--- src/rtl/sdith_params_pkg.sv ---
// Shared SDitH parameters for the sign-path blocks: the CLOG2 helper macro,
// the GF widths, the per-parameter-set M/K/T tables and the Horner FSM
// state encodings.
`ifndef SDITH_PARAMS_PKG_SV
`define SDITH_PARAMS_PKG_SV

`define CLOG2(x) $clog2(x)

package sdith_params;

    localparam int GF32_W = 32;
    localparam int GF_W   = 8;

    // Reduction polynomial x^32 + x^7 + x^3 + x^2 + 1 (the x^32 term is implicit)
    localparam logic [GF32_W-1:0] GF32_POLY = 32'h0000_008D;

    // Per-set code length M, dimension K and number of evaluation points T
    localparam int M_L1 = 230;
    localparam int M_L3 = 352;
    localparam int M_L5 = 480;
    localparam int K_L1 = 126;
    localparam int K_L3 = 193;
    localparam int K_L5 = 278;
    localparam int T_L1 = 3;
    localparam int T_L3 = 3;
    localparam int T_L5 = 4;

    // Horner evaluator state encodings
    localparam logic [3:0] ST_IDLE  = 4'd0;
    localparam logic [3:0] ST_RD    = 4'd1;
    localparam logic [3:0] ST_LATCH = 4'd2;
    localparam logic [3:0] ST_MUL   = 4'd3;
    localparam logic [3:0] ST_MWAIT = 4'd4;
    localparam logic [3:0] ST_DONE  = 4'd5;

    typedef enum logic [3:0] {
        S_IDLE  = ST_IDLE,
        S_RD    = ST_RD,
        S_LATCH = ST_LATCH,
        S_MUL   = ST_MUL,
        S_MWAIT = ST_MWAIT,
        S_DONE  = ST_DONE
    } poly_state_t;

    // Parameter-set lookups; the set name is a two-character string ("L1", "L3", "L5")
    function automatic int set_m(input logic [15:0] set_name);
        if (set_name == "L5") return M_L5;
        if (set_name == "L3") return M_L3;
        return M_L1;
    endfunction

    function automatic int set_k(input logic [15:0] set_name);
        if (set_name == "L5") return K_L5;
        if (set_name == "L3") return K_L3;
        return K_L1;
    endfunction

    function automatic int set_t(input logic [15:0] set_name);
        if (set_name == "L5") return T_L5;
        if (set_name == "L3") return T_L3;
        return T_L1;
    endfunction

endpackage

`endif

--- src/rtl/gf32_mul_hs.sv ---
// Bit-serial GF(2^32) multiplier with a start/done handshake. One operand
// bit is consumed per cycle, MSB first, so the product is ready 32 cycles
// after start; o_p is held until the next start.
module gf32_mul_hs
    import sdith_params::*;
(
    input  logic              i_clk,
    input  logic              i_rst,
    input  logic              i_start,
    input  logic [GF32_W-1:0] i_x,
    input  logic [GF32_W-1:0] i_y,
    output logic [GF32_W-1:0] o_p,
    output logic              o_done
);

    logic              busy;
    logic [4:0]        bit_cnt;
    logic [GF32_W-1:0] x_reg;
    logic [GF32_W-1:0] y_reg;
    logic [GF32_W-1:0] p_next;

    // One shift-and-add step: double the partial product, reduce, add x if the current y bit is set
    always_comb begin
        p_next = {o_p[GF32_W-2:0], 1'b0} ^ (o_p[GF32_W-1] ? GF32_POLY : '0);
        if (y_reg[GF32_W-1]) begin
            p_next = p_next ^ x_reg;
        end
    end

    // Operand capture on start, then 32 iterations and a single done pulse
    always_ff @(posedge i_clk) begin
        if (i_rst) begin
            busy    <= 1'b0;
            bit_cnt <= '0;
            x_reg   <= '0;
            y_reg   <= '0;
            o_p     <= '0;
            o_done  <= 1'b0;
        end else begin
            o_done <= 1'b0;
            if (!busy) begin
                if (i_start) begin
                    busy    <= 1'b1;
                    bit_cnt <= '0;
                    x_reg   <= i_x;
                    y_reg   <= i_y;
                    o_p     <= '0;
                end
            end else begin
                o_p     <= p_next;
                y_reg   <= {y_reg[GF32_W-2:0], 1'b0};
                bit_cnt <= bit_cnt + 5'd1;
                if (bit_cnt == 5'd31) begin
                    busy   <= 1'b0;
                    o_done <= 1'b1;
                end
            end
        end
    end

endmodule

--- src/rtl/poly_eval_horner.sv ---
// Horner evaluator for the sign path: reads N_COEF GF256 coefficients from
// the highest index down and evaluates the polynomial at T points of
// GF(2^32) using a start/done multiplier.
// Build option: POLY_EVAL_INTERNAL_MUL_EN instantiates gf32_mul_hs inside
// this block and ties the external multiplier request ports to zero;
// without it the external multiplier ports are used.
module poly_eval_horner
    import sdith_params::*;
#(
    parameter logic [15:0] PARAMETER_SET = "L1",
    parameter int          N_COEF        = set_m(PARAMETER_SET),
    parameter int          T             = set_t(PARAMETER_SET),
    parameter int          AW            = (N_COEF > 1) ? `CLOG2(N_COEF) : 1
) (
    input  logic                i_clk,
    input  logic                i_rst,
    input  logic                i_start,
    input  logic [32*T-1:0]     i_r,
    output logic [AW-1:0]       o_coef_addr,
    output logic                o_coef_rd,
    input  logic [7:0]          i_coef,
    output logic [32*T-1:0]     o_eval,
    output logic                o_done,
    output logic                o_start_mul32,
    output logic [31:0]         o_x_mul32,
    output logic [31:0]         o_y_mul32,
    input  logic [31:0]         i_o_mul32,
    input  logic                i_done_mul32
);

    localparam int TW = (T > 1) ? `CLOG2(T) : 1;

    poly_state_t       state;
    poly_state_t       state_nxt;

    logic [GF32_W-1:0] r_reg [T];
    logic [GF32_W-1:0] acc   [T];
    logic [AW-1:0]     idx;
    logic [TW-1:0]     t_idx;
    logic [GF_W-1:0]   coef_reg;

    logic              mul_start;
    logic [GF32_W-1:0] mul_x;
    logic [GF32_W-1:0] mul_y;
    logic [GF32_W-1:0] mul_p;
    logic              mul_done;

    logic              last_point;
    logic              last_coef;

    assign last_point  = (int'(t_idx) == T - 1);
    assign last_coef   = (idx == '0);
    assign o_coef_addr = idx;

    // Operands come straight from the registers; they cannot change while the multiply is in flight
    assign mul_x = acc[t_idx];
    assign mul_y = r_reg[t_idx];

`ifdef POLY_EVAL_INTERNAL_MUL_EN
    logic unused_ext_mul;

    assign unused_ext_mul = ^{i_o_mul32, i_done_mul32};
    assign o_start_mul32  = 1'b0;
    assign o_x_mul32      = '0;
    assign o_y_mul32      = '0;

    gf32_mul_hs u_mul (
        .i_clk   (i_clk),
        .i_rst   (i_rst),
        .i_start (mul_start),
        .i_x     (mul_x),
        .i_y     (mul_y),
        .o_p     (mul_p),
        .o_done  (mul_done)
    );
`else
    assign o_start_mul32 = mul_start;
    assign o_x_mul32     = mul_x;
    assign o_y_mul32     = mul_y;
    assign mul_p         = i_o_mul32;
    assign mul_done      = i_done_mul32;
`endif

    // State register; reset aborts any run in progress
    always_ff @(posedge i_clk) begin
        if (i_rst) begin
            state <= S_IDLE;
        end else begin
            state <= state_nxt;
        end
    end

    // Next-state and strobe decode: read one coefficient, then one multiply per point
    always_comb begin
        state_nxt = state;
        mul_start = 1'b0;
        o_coef_rd = 1'b0;
        case (state)
            S_IDLE: begin
                if (i_start) begin
                    state_nxt = S_RD;
                end
            end
            S_RD: begin
                o_coef_rd = 1'b1;
                state_nxt = S_LATCH;
            end
            S_LATCH: begin
                state_nxt = S_MUL;
            end
            S_MUL: begin
                mul_start = 1'b1;
                state_nxt = S_MWAIT;
            end
            S_MWAIT: begin
                if (mul_done) begin
                    if (!last_point) begin
                        state_nxt = S_MUL;
                    end else if (!last_coef) begin
                        state_nxt = S_RD;
                    end else begin
                        state_nxt = S_DONE;
                    end
                end
            end
            S_DONE: begin
                state_nxt = S_IDLE;
            end
            default: begin
                state_nxt = S_IDLE;
            end
        endcase
    end

    // Datapath: latch points, step the accumulators acc = acc*r ^ c, publish results with a done pulse
    always_ff @(posedge i_clk) begin
        if (i_rst) begin
            idx      <= '0;
            t_idx    <= '0;
            coef_reg <= '0;
            o_done   <= 1'b0;
            o_eval   <= '0;
            for (int k = 0; k < T; k++) begin
                r_reg[k] <= '0;
                acc[k]   <= '0;
            end
        end else begin
            o_done <= 1'b0;
            case (state)
                S_IDLE: begin
                    if (i_start) begin
                        idx <= AW'(N_COEF - 1);
                        for (int k = 0; k < T; k++) begin
                            r_reg[k] <= i_r[GF32_W*k +: GF32_W];
                            acc[k]   <= '0;
                        end
                    end
                end
                S_LATCH: begin
                    coef_reg <= i_coef;
                    t_idx    <= '0;
                end
                S_MWAIT: begin
                    if (mul_done) begin
                        acc[t_idx] <= mul_p ^ {{(GF32_W-GF_W){1'b0}}, coef_reg};
                        if (!last_point) begin
                            t_idx <= t_idx + TW'(1);
                        end else if (!last_coef) begin
                            idx <= idx - AW'(1);
                        end
                    end
                end
                S_DONE: begin
                    o_done <= 1'b1;
                    for (int k = 0; k < T; k++) begin
                        o_eval[GF32_W*k +: GF32_W] <= acc[k];
                    end
                end
                default: begin
                end
            endcase
        end
    end

endmodule

--- config.mk ---
export PLATFORM = sky130hd
export DESIGN_NAME = poly_eval_horner
export DESIGN_NICKNAME = d
export VERILOG_FILES = /design/src/rtl/sdith_params_pkg.sv /design/src/rtl/gf32_mul_hs.sv /design/src/rtl/poly_eval_horner.sv
export SDC_FILE = /design/constraint.sdc
export NUM_CORES = 1
export LEC_CHECK = 0
export CORE_MARGIN = 3
export CORE_UTILIZATION = 55
export DETAILED_ROUTE_END_ITERATION = 8
export GPL_TIMING_DRIVEN = 0
export PLACE_DENSITY = 0.95
export SYNTH_ARGS = -nofsm -noshare
export SYNTH_HDL_FRONTEND = slang
export SYNTH_SLANG_ARGS = --single-unit
--- constraint.sdc ---
create_clock -name i_clk -period 8.79 [get_ports i_clk]
set_clock_uncertainty 0.05 [all_clocks]
set_input_delay 1.758 -clock i_clk [delete_from_list [all_inputs] [get_ports i_clk]]
set_output_delay 1.758 -clock i_clk [all_outputs]
set_load 0.1 [all_outputs]
[After elaboration in Yosys (flattened, before gate mapping)]
Memory sizes are Yosys's and may differ from the RTL's. A register that Yosys moved wholly into a read port is not among the register bits.
Index checks and enable logic that the tools add are counted.
Widths: inputs -> output; s select.
Storage, ports and cells
  bits in writable memories: 192
  input port bits: 140
  output and inout bits: 171
  register bits after elaboration: 23
  word-level logic and storage cells: 74
  memories: 2
Operators by class
  reduce and logical (&&, ||, !) cells: 8
  bitwise logic cells: 7
  add/sub/neg operators: 2
  eq/ne operators: 11
  mux-type cells: 39
Memories
  acc: words 3, width 32, rd ports 4, clocked after memory_dff 4, write ports 3, RTL line poly_eval_horner.sv:37  | logic [GF32_W-1:0] acc [T];
  r_reg: words 3, width 32, rd ports 1, clocked after memory_dff 1, write ports 3, RTL line poly_eval_horner.sv:36  | logic [GF32_W-1:0] r_reg [T];
Operators with widths (number)
  $mux 32: 7
  $mux 8: 4
  $reduce_or 32->1: 1
  $xor 32x8->32: 1
  $pmux 4 s5: 1
  $pmux 8 s2: 1
  $mux 1: 14
  $mux 2: 7
  $ne 2x2->1 const B: 5
  $eq 4x2->1 const B: 2
  $eq 4x3->1 const B: 2
  $logic_not 8->1: 1
  $mux 4: 2
  $sub 8x1->8 const B: 1
  $mux 3: 2
  $or 1x1->1: 6
  $reduce_and 5->1: 1
  $eq 4x1->1 const B: 1
  $logic_not 4->1: 1
  $pmux 2 s2: 1
  $reduce_bool 2->1: 2
  $reduce_and 3->1: 1
  $add 2x1->2 const B: 1
  $eq 2x2->1 const B: 1
  $reduce_and 2->1: 1

[Longest topological paths before layout]
Gate-level depths: netlist of the first run.
  depth after elaboration: 6
  gate-level depth with buffers: 7

[Worst setup path before layout of the first run]
OpenSTA, ideal clock, no wires.
  path kind: flip-flop to output port
  start point: register with a tool-made name
  end point: output o_y_mul32[10]
  arrival time: 2.999 ns
  path slack: 3.983 ns
  path buffers: 2
  cell stages (with the launch flop): 5
  cell sequence: dfxtp_1 buf_2 buf_2 mux2i_1 o21ai_0
RTL lines
  end: declaration: RTL line poly_eval_horner.sv:26  | output logic [31:0] o_y_mul32,

==> summary.md, run 1 <==
| Metric | Value |
|---|---|
| Status | complete, no violations |
| Final std cells w/o fill | 1870 |
| Routed WL | 42.4 mm |
| Hold path endpoint | o_eval[61] |
| GPL Wtd Cong | 0.872 |
| DRC | 0 |
| Io pins | 311 |
| Gr busiest metal | met2 |
| Quantity of I/O buffers inserted on ports | 310 |
| GRT overflow | 0 |
| MaxCap Viol Count | 0 |
| TNS Setup | 0 ps |
| Combinational share of power | 0.150 |
| CP bufs+invs | 5 |
| Leakage | 0.00683 uW |
| CTS tree | built |
| PwrDens | 216 nW/um2 |
| Ant. Diodes | 0 |
| All-Layer GR Usage | 0.299 |
| Rows | 57 |
| GRT met2 Usage | 0.524 |
| Setup bufs post-CTS | 0 |
| Share of the yosys chip area belonging to registers | 0.651 |
| Worst skew pair latency | 510 ps |
| Clk slew on worst S/H paths | 60 ps |
| Layout cells sized above 1 | 0.0873 |
| Number of synthesis warnings | 0 |
| Count leader, synth | nand2_1 |
| Top FF cell, synth | edfxtp_1 |
| Cts repair resizes | 0 |
| Register bit total from synthesis | 344 |
| Hold_buf cts | 0 |
| Yosys cell types | 49 |
| Critical Path AT | 3740 ps |
| Die footprint | 27400 um2 |
| Final ANT Viol Nets | 0 |
| CP Launch Type | flip-flop |
| Syn Nets | 1317 |
| Final nets | 1666 |
| Final setup fails | 0 |
| Max VDD drop | 0.000193 V |
| Clock power frac | 0.385 |
| Via Count | 11000 |
| Starting density of the core | 0.568 |
| Critical path class | reg2out |
| Dpl ws | 3810 ps |
| Clock Sinks | 344 |
| Async SR Flop Fraction | 0 |
| # H-tree levels | 2 |
| Total core area | 24700 um2 |
| Routed WL per cell | 22.7 um |
| Met3 usage | 0.0701 |
| CP top delay family | buffers and inverters |
| R2r endpoint | acc[1][25] |
| Largest net degree at the start of global routing | 85 |
| Initial antenna violation count | 0 |
| Placed cell count | 1806 |
| Worst-path maximum fanout | 10 |
| Max-slew headroom | 0.254 |
| Crit path cell chain | buf_2, buf_2, clkbuf_1, buf_2, nand2_1, o21ai_0, clkdlybuf4s50_1 |
| Switch share | 0.269 |
| Synth top area share | 0.480 |
| Worst hold margin | 403 ps |
| Final period utilization | 0.631 |
| CP Data Required Time | 6980 ps |
| Count of pins over their slew limit | 0 |
| Final instance area | 18800 um2 |
| Max FFs per register | 128 |
| Placed inst area | 17600 um2 |
| Vias in the first global route | 11400 |
| DP HPWL | 29.6 mm |
| FILL cells | 1509 |
| Cell taking the most area after synthesis | edfxtp_1 |
| Final min period | 5550 ps |
| Avg Synthesized Cell Area | 12.0 um2 |
| Peak per-stage delay on the critical path | 1210 ps |
| M1 GR Usage | 0.362 |
| Worst setup margin | 3240 ps |
| Hold Path Stages | 2 |
| Worst-Margin Slew | 1120 ps |
| HP Start | o_eval[61] |
| Syn Inst Count | 1171 |
| Die Ht | 166 um |
| Crit-path slowest cell | clkdlybuf4s50_1 |
| Worst Reg-to-Reg Cells | 5 |
| Flop pwr share | 0.465 |
| Die Wd | 166 um |
| Crit. End Element | output port |
| First-pass GRT wire length | 64.2 mm |
| RSZ-0062 raised after global routing | false |
| Synth top cells by count | 250 x nand2_1, 224 x edfxtp_1, 120 x dfxtp_1, 110 x a21oi_1, 98 x and2_1 |
| EDFF count, synth | 224 |
| Mapped Area | 14000 um2 |
| Area Overhead vs Synth | 33.9% |
| Hold WC Path Type | reg2reg |
| Via-per-instance ratio | 5.88 |
| CTS Buf Count | 36 |
| RR Startpoint | state[1] |
| P_sw | 1090 uW |
| DRT Pass-1 Iters | 8 |
| Fmax | 180 MHz |
| Final Hold Vio Count | 0 |
| Area contributors post-synth | edfxtp_1 48%, dfxtp_1 17%, nand2_1 6.7%, mux4_2 5.1%, and2_1 4.4% |
| DR iter-0 viols | 1210 |
| Internal power | 2960 uW |
| R2R setup slack | 5670 ps |
| Most used cell, CP | buf_2 |
| CTS root buffer | clkbuf_16 |
| Clock tree buffer depth | 3 |
## cells by family after synthesis
family	Yosys count	synth area share
mux	64	0.0742
xor+xnor	9	0.00562
fa+ha+maj	6	0.00535
compound gates	169	0.0666
buf+inv	100	0.0302
simple gates	479	0.167
flops	344	0.651
## layer usage
metal / wire length (um) / part of all wire
met1: 14700 / 0.35
met2: 21700 / 0.51
met3: 4520 / 0.11
met4: 1560 / 0.037
met5: 0 / 0
## worst reg2reg max path: cells and delay by family, from the launching register on
kind / cells / cell delay (ps)
and+or+nand+nor: 4 / 1810
buffers and inverters: 1 / 480
DFF: 1 / 380
## cell type report
class	count	area [um2]	share of cell area
repair buffers	311	3130	0.167
plain buffers	84	364	0.0194
flip-flops and latches	344	9130	0.486
well taps	324	405	0.0216
clock buffers	51	1050	0.0559
inverters	16	62.6	0.00333
clock inverters	13	163	0.00866
multi-input cells	727	4480	0.238
## cells in the final DEF, fill, tap and decap left out, drive strengths merged, types with 32 or more instances in the layout
cell type,instances
edfxtp,224
and2,98
o21ai,38
mux2i,32
and3,72
clkdlybuf4s50,310
nor2,32
nand2,250
buf,34
dfxtp,120
clkbuf,102
a21oi,110
mux4,32
## per-stage QoR
stage          utilization  power [uW]
4_1_cts              0.761        4050
3_5_place_dp         0.712        2510
5_1_grt              0.761        4150
2_1_floorplan            -        2300
6_report             0.761        4050
3_3_place_gp         0.710        2490
## worst max-delay path by stage
stage / endpoint / slack (ps) / depth (start not counted) / from
2_1_floorplan: o_y_mul32[10] / 3980 / 4 / flip-flop
3_3_place_gp: r_reg[1][4] / 2770 / 4 / i_rst
3_5_place_dp: o_y_mul32[22] / 3810 / 7 / flip-flop
4_1_cts: o_y_mul32[27] / 3250 / 7 / flip-flop
5_1_grt: o_y_mul32[24] / 3080 / 7 / flip-flop
6_report: o_y_mul32[23] / 3240 / 7 / flip-flop
## power by group through the flow
| stage | combinational (uW) | clock [uW] | sequential [uW] |
|---|---|---|---|
| floorplan | 373 | 0 | 1930 |
| global placement | 584 | 0 | 1910 |
| detailed placement | 600 | 0 | 1910 |
| CTS | 605 | 1560 | 1880 |
| global route | 630 | 1630 | 1890 |
| finish | 609 | 1560 | 1880 |
Note: power is estimated with default switching activity, not from simulation.
==> run 2, diff against run 1 <==
--- a/config.mk
+++ b/config.mk
@@ -6,10 +6,10 @@
 export NUM_CORES = 1
 export LEC_CHECK = 0
 export CORE_MARGIN = 3
-export CORE_UTILIZATION = 55
+export CORE_UTILIZATION = 46
 export DETAILED_ROUTE_END_ITERATION = 8
 export GPL_TIMING_DRIVEN = 0
-export PLACE_DENSITY = 0.95
+export PLACE_DENSITY = 0.88
 export SYNTH_ARGS = -nofsm -noshare
 export SYNTH_HDL_FRONTEND = slang
 export SYNTH_SLANG_ARGS = --single-unit
==> constraint.sdc (replaced) <==
create_clock -name i_clk -period 4.94 [get_ports i_clk]
set_clock_uncertainty 0.05 [all_clocks]
set_input_delay 0.988 -clock i_clk [delete_from_list [all_inputs] [get_ports i_clk]]
set_output_delay 0.988 -clock i_clk [all_outputs]
set_load 0.1 [all_outputs]
==> summary.md, run 2 (same netlist as run 1, synthesis figures left out) <==
| Metric | Value |
|---|---|
| Status | complete, no violations |
| Final period utilization | 0.927 |
| Starting density of the core | 0.469 (-0.0989) |
| Worst Reg-to-Reg Cells | 5 (unchanged) |
| Leakage | 0.00699 uW (+2.4%) |
| Worst-Margin Slew | 1430 ps (+313 ps) |
| Largest net degree at the start of global routing | 84 (-1.2%) |
| Max FFs per register | 128 (unchanged) |
| CP Launch Type | flip-flop |
| CTS root buffer | clkbuf_16 |
| Count of pins over their slew limit | 0 (unchanged) |
| Max-slew headroom | 0.0396 (-0.214) |
| Critical Path AT | 3540 ps (-200 ps) |
| CTS Buf Count | 37 (+2.8%) |
| Cts repair resizes | 0 (unchanged) |
| Final Hold Vio Count | 0 (unchanged) |
| Hold_buf cts | 0 (unchanged) |
| PwrDens | 382 nW/um2 (+77%) |
| Rows | 63 (+11%) |
| Ant. Diodes | 0 (unchanged) |
| Critical path class | reg2out |
| Die footprint | 32600 um2 (+19%) |
| Placed inst area | 17700 um2 (+0.63%) |
| Most frequent cells in the layout | 300 x clkdlybuf4s50_1, 247 x nand2_1, 224 x edfxtp_1 |
| Routed WL per cell | 20.9 um (-7.7%) |
| Commonest non-fill, non-tap cell in the layout | clkdlybuf4s50_1 |
| Final min period | 4580 ps |
| Hold WC Path Type | reg2reg |
| Via Count | 10600 (-3.5%) |
| Quantity of I/O buffers inserted on ports | 310 (unchanged) |
| R2R setup slack | 1860 ps (-3810 ps) |
| Final ANT Viol Nets | 0 (unchanged) |
| MaxCap Viol Count | 0 (unchanged) |
| Io pins | 311 (unchanged) |
| Worst skew pair latency | 510 ps (about the same) |
| Final instance area | 19000 um2 (+0.94%) |
| CP Data Required Time | 3900 ps (-3080 ps) |
| DR iter-0 viols | 962 (-20%) |
| Final nets | 1668 (+0.12%) |
| Layout cells sized above 1 | 0.0904 (+0.00306) |
| Hold Path Stages | 2 (unchanged) |
| All-Layer GR Usage | 0.243 (-0.0561) |
| Clk slew on worst S/H paths | 60 ps (about the same) |
| Clock tree buffer depth | 3 (unchanged) |
| GPL Wtd Cong | 0.879 (+0.77%) |
| Routed WL | 40.6 mm (-4.3%) |
| DP HPWL | 28.8 mm (-2.8%) |
| Total power | 7240 uW (+79%) |
| Max VDD drop | 0.000261 V (+35%) |
| Worst-path maximum fanout | 10 (unchanged) |
| DRC | 0 (unchanged) |
| # H-tree levels | 2 (unchanged) |
| RSZ-0062 raised after global routing | false |
| Die Ht | 181 um (+9.0%) |
| Fmax | 218 MHz |
| Final setup fails | 0 (unchanged) |
| Die Wd | 181 um (+9.0%) |
| GRT overflow | 0 (unchanged) |
| Initial antenna violation count | 2 (+2) |
| First-pass GRT wire length | 61.9 mm (-3.6%) |
| Total core area | 29900 um2 (+21%) |
| Setup bufs post-CTS | 0 (unchanged) |
| CTS tree | built |
| Crit. End Element | output port |
| Clock Sinks | 344 (unchanged) |
| Via-per-instance ratio | 5.47 (-7.0%) |
| DRT Pass-1 Iters | 6 (-2) |
| Area Overhead vs Synth | 35.2% |
| Vias in the first global route | 11000 (-3.4%) |
==> run 2: final cells by class <==
class | instances | area [um2]
Sequential cell | 344 | 9130
Tap cell | 390 | 488
Multi-Input combinational cell | 727 | 4480
Fill cell | 2198 | 10900
Clock inverter | 12 | 145
Clock buffer | 54 | 1110
Inverter | 16 | 62.6
Timing Repair Buffer | 312 | 3180
Buffer | 84 | 364
==> run 2: worst max-delay path: stages, from the launching register on <==
cell             delay, ps
dfxtp_1                300
buf_2                  230
buf_2                  350
clkbuf_1               590
mux4_2                 390
clkdlybuf4s50_1       1150
==> run 2: stage by stage <==
step / util / TNS (ps) / cells / hold slack [ps] / worst slack (ps)
after global placement: 0.590 / -32610 / 1871 / 393 / -350
after floorplan: - / 0 / 1171 / 399 / 903
after global routing: 0.635 / 0 / 1939 / 422 / 205
final: 0.635 / 0 / 1939 / 404 / 361
after CTS: 0.634 / 0 / 1939 / 405 / 29.4
after detailed placement: 0.592 / 0 / 1873 / 397 / 593
==> run 2: final timing paths <==
| path | from | endpoint |
|---|---|---|
| max | flip-flop | o_x_mul32[29] |
| min | o_eval[17] | o_eval[17] |
| max reg2reg | state[1] | acc[1][28] |
| min reg2reg | o_eval[17] | o_eval[17] |
==> run 2: where the power goes <==
group | internal (uW) | switching (uW) | total (uW)
clock | 1720 | 1110 | 2830
sequential | 3260 | 78.8 | 3340
combinational | 317 | 751 | 1070
total | 5300 | 1940 | 7240
==> run 2: per-layer routing <==
metal | global-route usage | share of wire | vias to the layer above
li1 | - | - | 4825
met1 | 0.295 | 0.37 | 5109
met2 | 0.424 | 0.51 | 559
met3 | 0.0559 | 0.088 | 114
met4 | 0.0927 | 0.034 | 4
met5 | 0 | 0.00067 | -
==> run 3, diff against run 2 <==
--- a/config.mk
+++ b/config.mk
@@ -5,6 +5,7 @@
 export SDC_FILE = /design/constraint.sdc
 export NUM_CORES = 1
 export LEC_CHECK = 0
+export ABC_AREA = 1
 export CORE_MARGIN = 3
 export CORE_UTILIZATION = 46
 export DETAILED_ROUTE_END_ITERATION = 8
==> summary.md, run 3 <==
| Metric | Value |
|---|---|
| Worst skew pair latency | 520 ps (about the same) |
| Critical path class | reg2out |
| Routed WL | 43.6 mm (+7.3%) |
| Ant. Diodes | 0 (unchanged) |
| Register bit total from synthesis | 344 (unchanged) |
| Top FF cell, synth | edfxtp_1 |
| Starting density of the core | 0.471 (+0.00142) |
| Die Wd | 181 um (+0.15%) |
| Commonest non-fill, non-tap cell in the layout | nor2_1 |
| Placed inst area | 17700 um2 (+0.30%) |
| FILL cells | 2214 (+0.73%) |
| Worst-Margin Slew | 1140 ps (-293 ps) |
| Syn Inst Count | 1503 (+28%) |
| Async SR Flop Fraction | 0 (unchanged) |
| Crit. End Element | output port |
| Final std cells w/o fill | 2271 (+17%) |
| Final period utilization | 0.973 (+0.0462) |
| Count leader, synth | nor2_1 |
| Worst Reg-to-Reg Cells | 8 (+3) |
| Quantity of I/O buffers inserted on ports | 310 (unchanged) |
| Clock Sinks | 344 (unchanged) |
| Max-slew headroom | 0.240 (+0.201) |
| Max FFs per register | 128 (unchanged) |
| Area Overhead vs Synth | 34.2% |
| Via-per-instance ratio | 5.38 (-1.7%) |
| Mapped Area | 14100 um2 (+0.30%) |
| Avg Synthesized Cell Area | 9.36 um2 (-22%) |
| CTS tree | built |
| DRT Pass-1 Iters | 6 (unchanged) |
| Vias in the first global route | 12100 (+9.9%) |
| Largest net degree at the start of global routing | 80 (-4.8%) |
| Initial antenna violation count | 2 (unchanged) |
| Cell taking the most area after synthesis | edfxtp_1 |
| Die footprint | 32700 um2 (+0.29%) |
| DRC | 0 (unchanged) |
| All-Layer GR Usage | 0.255 (+0.0115) |
| Hold_buf cts | 0 (unchanged) |
| Final nets | 1999 (+20%) |
| Status | complete, no violations |
| Final instance area | 18900 um2 (-0.44%) |
| Final min period | 4810 ps (+228 ps) |
| Worst hold margin | 443 ps (+39.6 ps) |
| Die Ht | 181 um (+0.15%) |
| CTS Buf Count | 36 (-2.7%) |
| Sequential cell area | 9130 um2 (unchanged) |
| Fmax | 208 MHz (-4.8%) |
| Final setup fails | 0 (unchanged) |
| Final Hold Vio Count | 0 (unchanged) |
| GPL Wtd Cong | 0.873 (-0.63%) |
| Share of the yosys chip area belonging to registers | 0.649 (-0.00197) |
| Finished Core Util | 0.632 (-0.00277) |
| CP Launch Type | flip-flop |
| Worst-path maximum fanout | 10 (unchanged) |
| Syn Nets | 1649 (+25%) |
| GRT overflow | 0 (unchanged) |
| DR iter-0 viols | 1440 (+50%) |
| Total core area | 29900 um2 (unchanged) |
| Critical Path AT | 3770 ps (+230 ps) |
| Hold Path Stages | 2 (unchanged) |
| CTS root buffer | clkbuf_16 |
| First-pass GRT wire length | 66.0 mm (+6.6%) |
| Clock tree buffer depth | 3 (unchanged) |
| Io pins | 311 (unchanged) |
| TNS Setup | 0 ps (unchanged) |
| Layout cells sized above 1 | 0.0537 (-0.0367) |
| Leakage | 0.00808 uW (+15%) |
| Number of synthesis warnings | 0 (unchanged) |
| CP Data Required Time | 3900 ps (about the same) |
| Count of pins over their slew limit | 0 (unchanged) |
| EDFF count, synth | 224 (unchanged) |
| Synth top area share | 0.478 (-0.00145) |
| Hold WC Path Type | reg2reg |
| PwrDens | 376 nW/um2 (-1.6%) |
| # H-tree levels | 2 (unchanged) |
| MaxCap Viol Count | 0 (unchanged) |
| Final ANT Viol Nets | 0 (unchanged) |
| Area contributors post-synth | edfxtp_1 48%, dfxtp_1 17%, nor2_1 14%, o21ai_0 5.6%, inv_1 4.1% |
| Via Count | 12200 (+15%) |
| Synth top cells by count | 521 x nor2_1, 224 x edfxtp_1, 158 x o21ai_0, 153 x inv_1, 120 x dfxtp_1 |
| Most frequent cells in the layout | 520 x nor2_1, 304 x clkdlybuf4s50_1, 224 x edfxtp_1 |
| DP HPWL | 30.8 mm (+6.8%) |
| Placed cell count | 2205 (+18%) |
| Routed WL per cell | 19.2 um (-8.4%) |
| Area of the multi-input gates | 4010 um2 (-11%) |
| Max VDD drop | 0.000268 V (+2.9%) |
| Rows | 63 (unchanged) |
| Setup bufs post-CTS | 0 (unchanged) |
| Yosys cell types | 26 (-47%) |
| Clk slew on worst S/H paths | 60 ps (about the same) |
-- run 3: changes by cell type in the layout (fill, tap and decap cells not counted), sizes merged, moves of 8 or more --
cell,previous run,this run
a21oi,110,71
and2,98,0
and3,72,0
clkinv,6,15
inv,18,159
mux2i,32,0
mux4,32,0
nand2,250,74
nand3,3,17
nor2,32,524
o21ai,38,173
o22ai,0,32
xnor2,9,0
xor2,0,8
-- run 3: timing repair --
action / 4_1_cts / 5_1_grt
endpoints found under the setup margin: 0 / 6
endpoints found under the hold margin: 0 / 0
gates resized for setup: 0 / 6
-- run 3: per-layer routing --
metal  share of wire  global-route usage  vias to the layer above
met5         0.00053                   0                        -
met4           0.034              0.0884                        4
met3            0.11              0.0604                      128
met2            0.49               0.440                      799
met1            0.37               0.314                     5684
li1                -                   -                     5601
-- run 3: cells by family after synthesis --
group	after synthesis	synth area share
xor gates and xnor gates	8	0.00498
buffers and inverters	244	0.0678
DFF	344	0.649
adders and majority gates	6	0.00534
and+or+nand+nor	624	0.171
AOI/OAI and AO/OA	277	0.102
-- run 3: final timing paths --
check                  start       endpoint  slack, ps
setup / recovery   flip-flop  o_x_mul32[29]        130
hold / removal    acc[1][26]     o_eval[58]        440
setup reg to reg    state[1]     acc[0][10]       2080
hold reg to reg   acc[1][26]     o_eval[58]        440
-- run 3: report_power, final --
part / internal, uW / switching (uW) / total, uW
Clock: 1450 / 1120 / 2580
Combinational: 311 / 855 / 1170
Sequential: 3270 / 86.0 / 3350
Total: 5030 / 2060 / 7100
-- run 3: stage by stage --
step           worst slack (ps)  power (uW)
6_report                    133        7100
5_1_grt                   -17.8        7300
4_1_cts                    77.3        7100
3_5_place_dp                626        4570
3_3_place_gp              -1650        4550
2_1_floorplan               165        4180
-- run 3: area by class of cell --
type | count | share of cell area
sequential | 344 | 0.484
multi-input combinational | 915 | 0.212
timing repair buffer | 312 | 0.168
clock buffer | 45 | 0.0533
inverter | 157 | 0.0312
tap | 390 | 0.0259
buffer | 87 | 0.0193
clock inverter | 21 | 0.00643
-- run 3: critical path, cell delays in order, from the launching register on --
cell             delay, ps
dfxtp_1                310
clkbuf_1               390
clkbuf_1               480
clkbuf_1               580
nor2_1                  90
o22ai_1                160
clkdlybuf4s50_1       1240
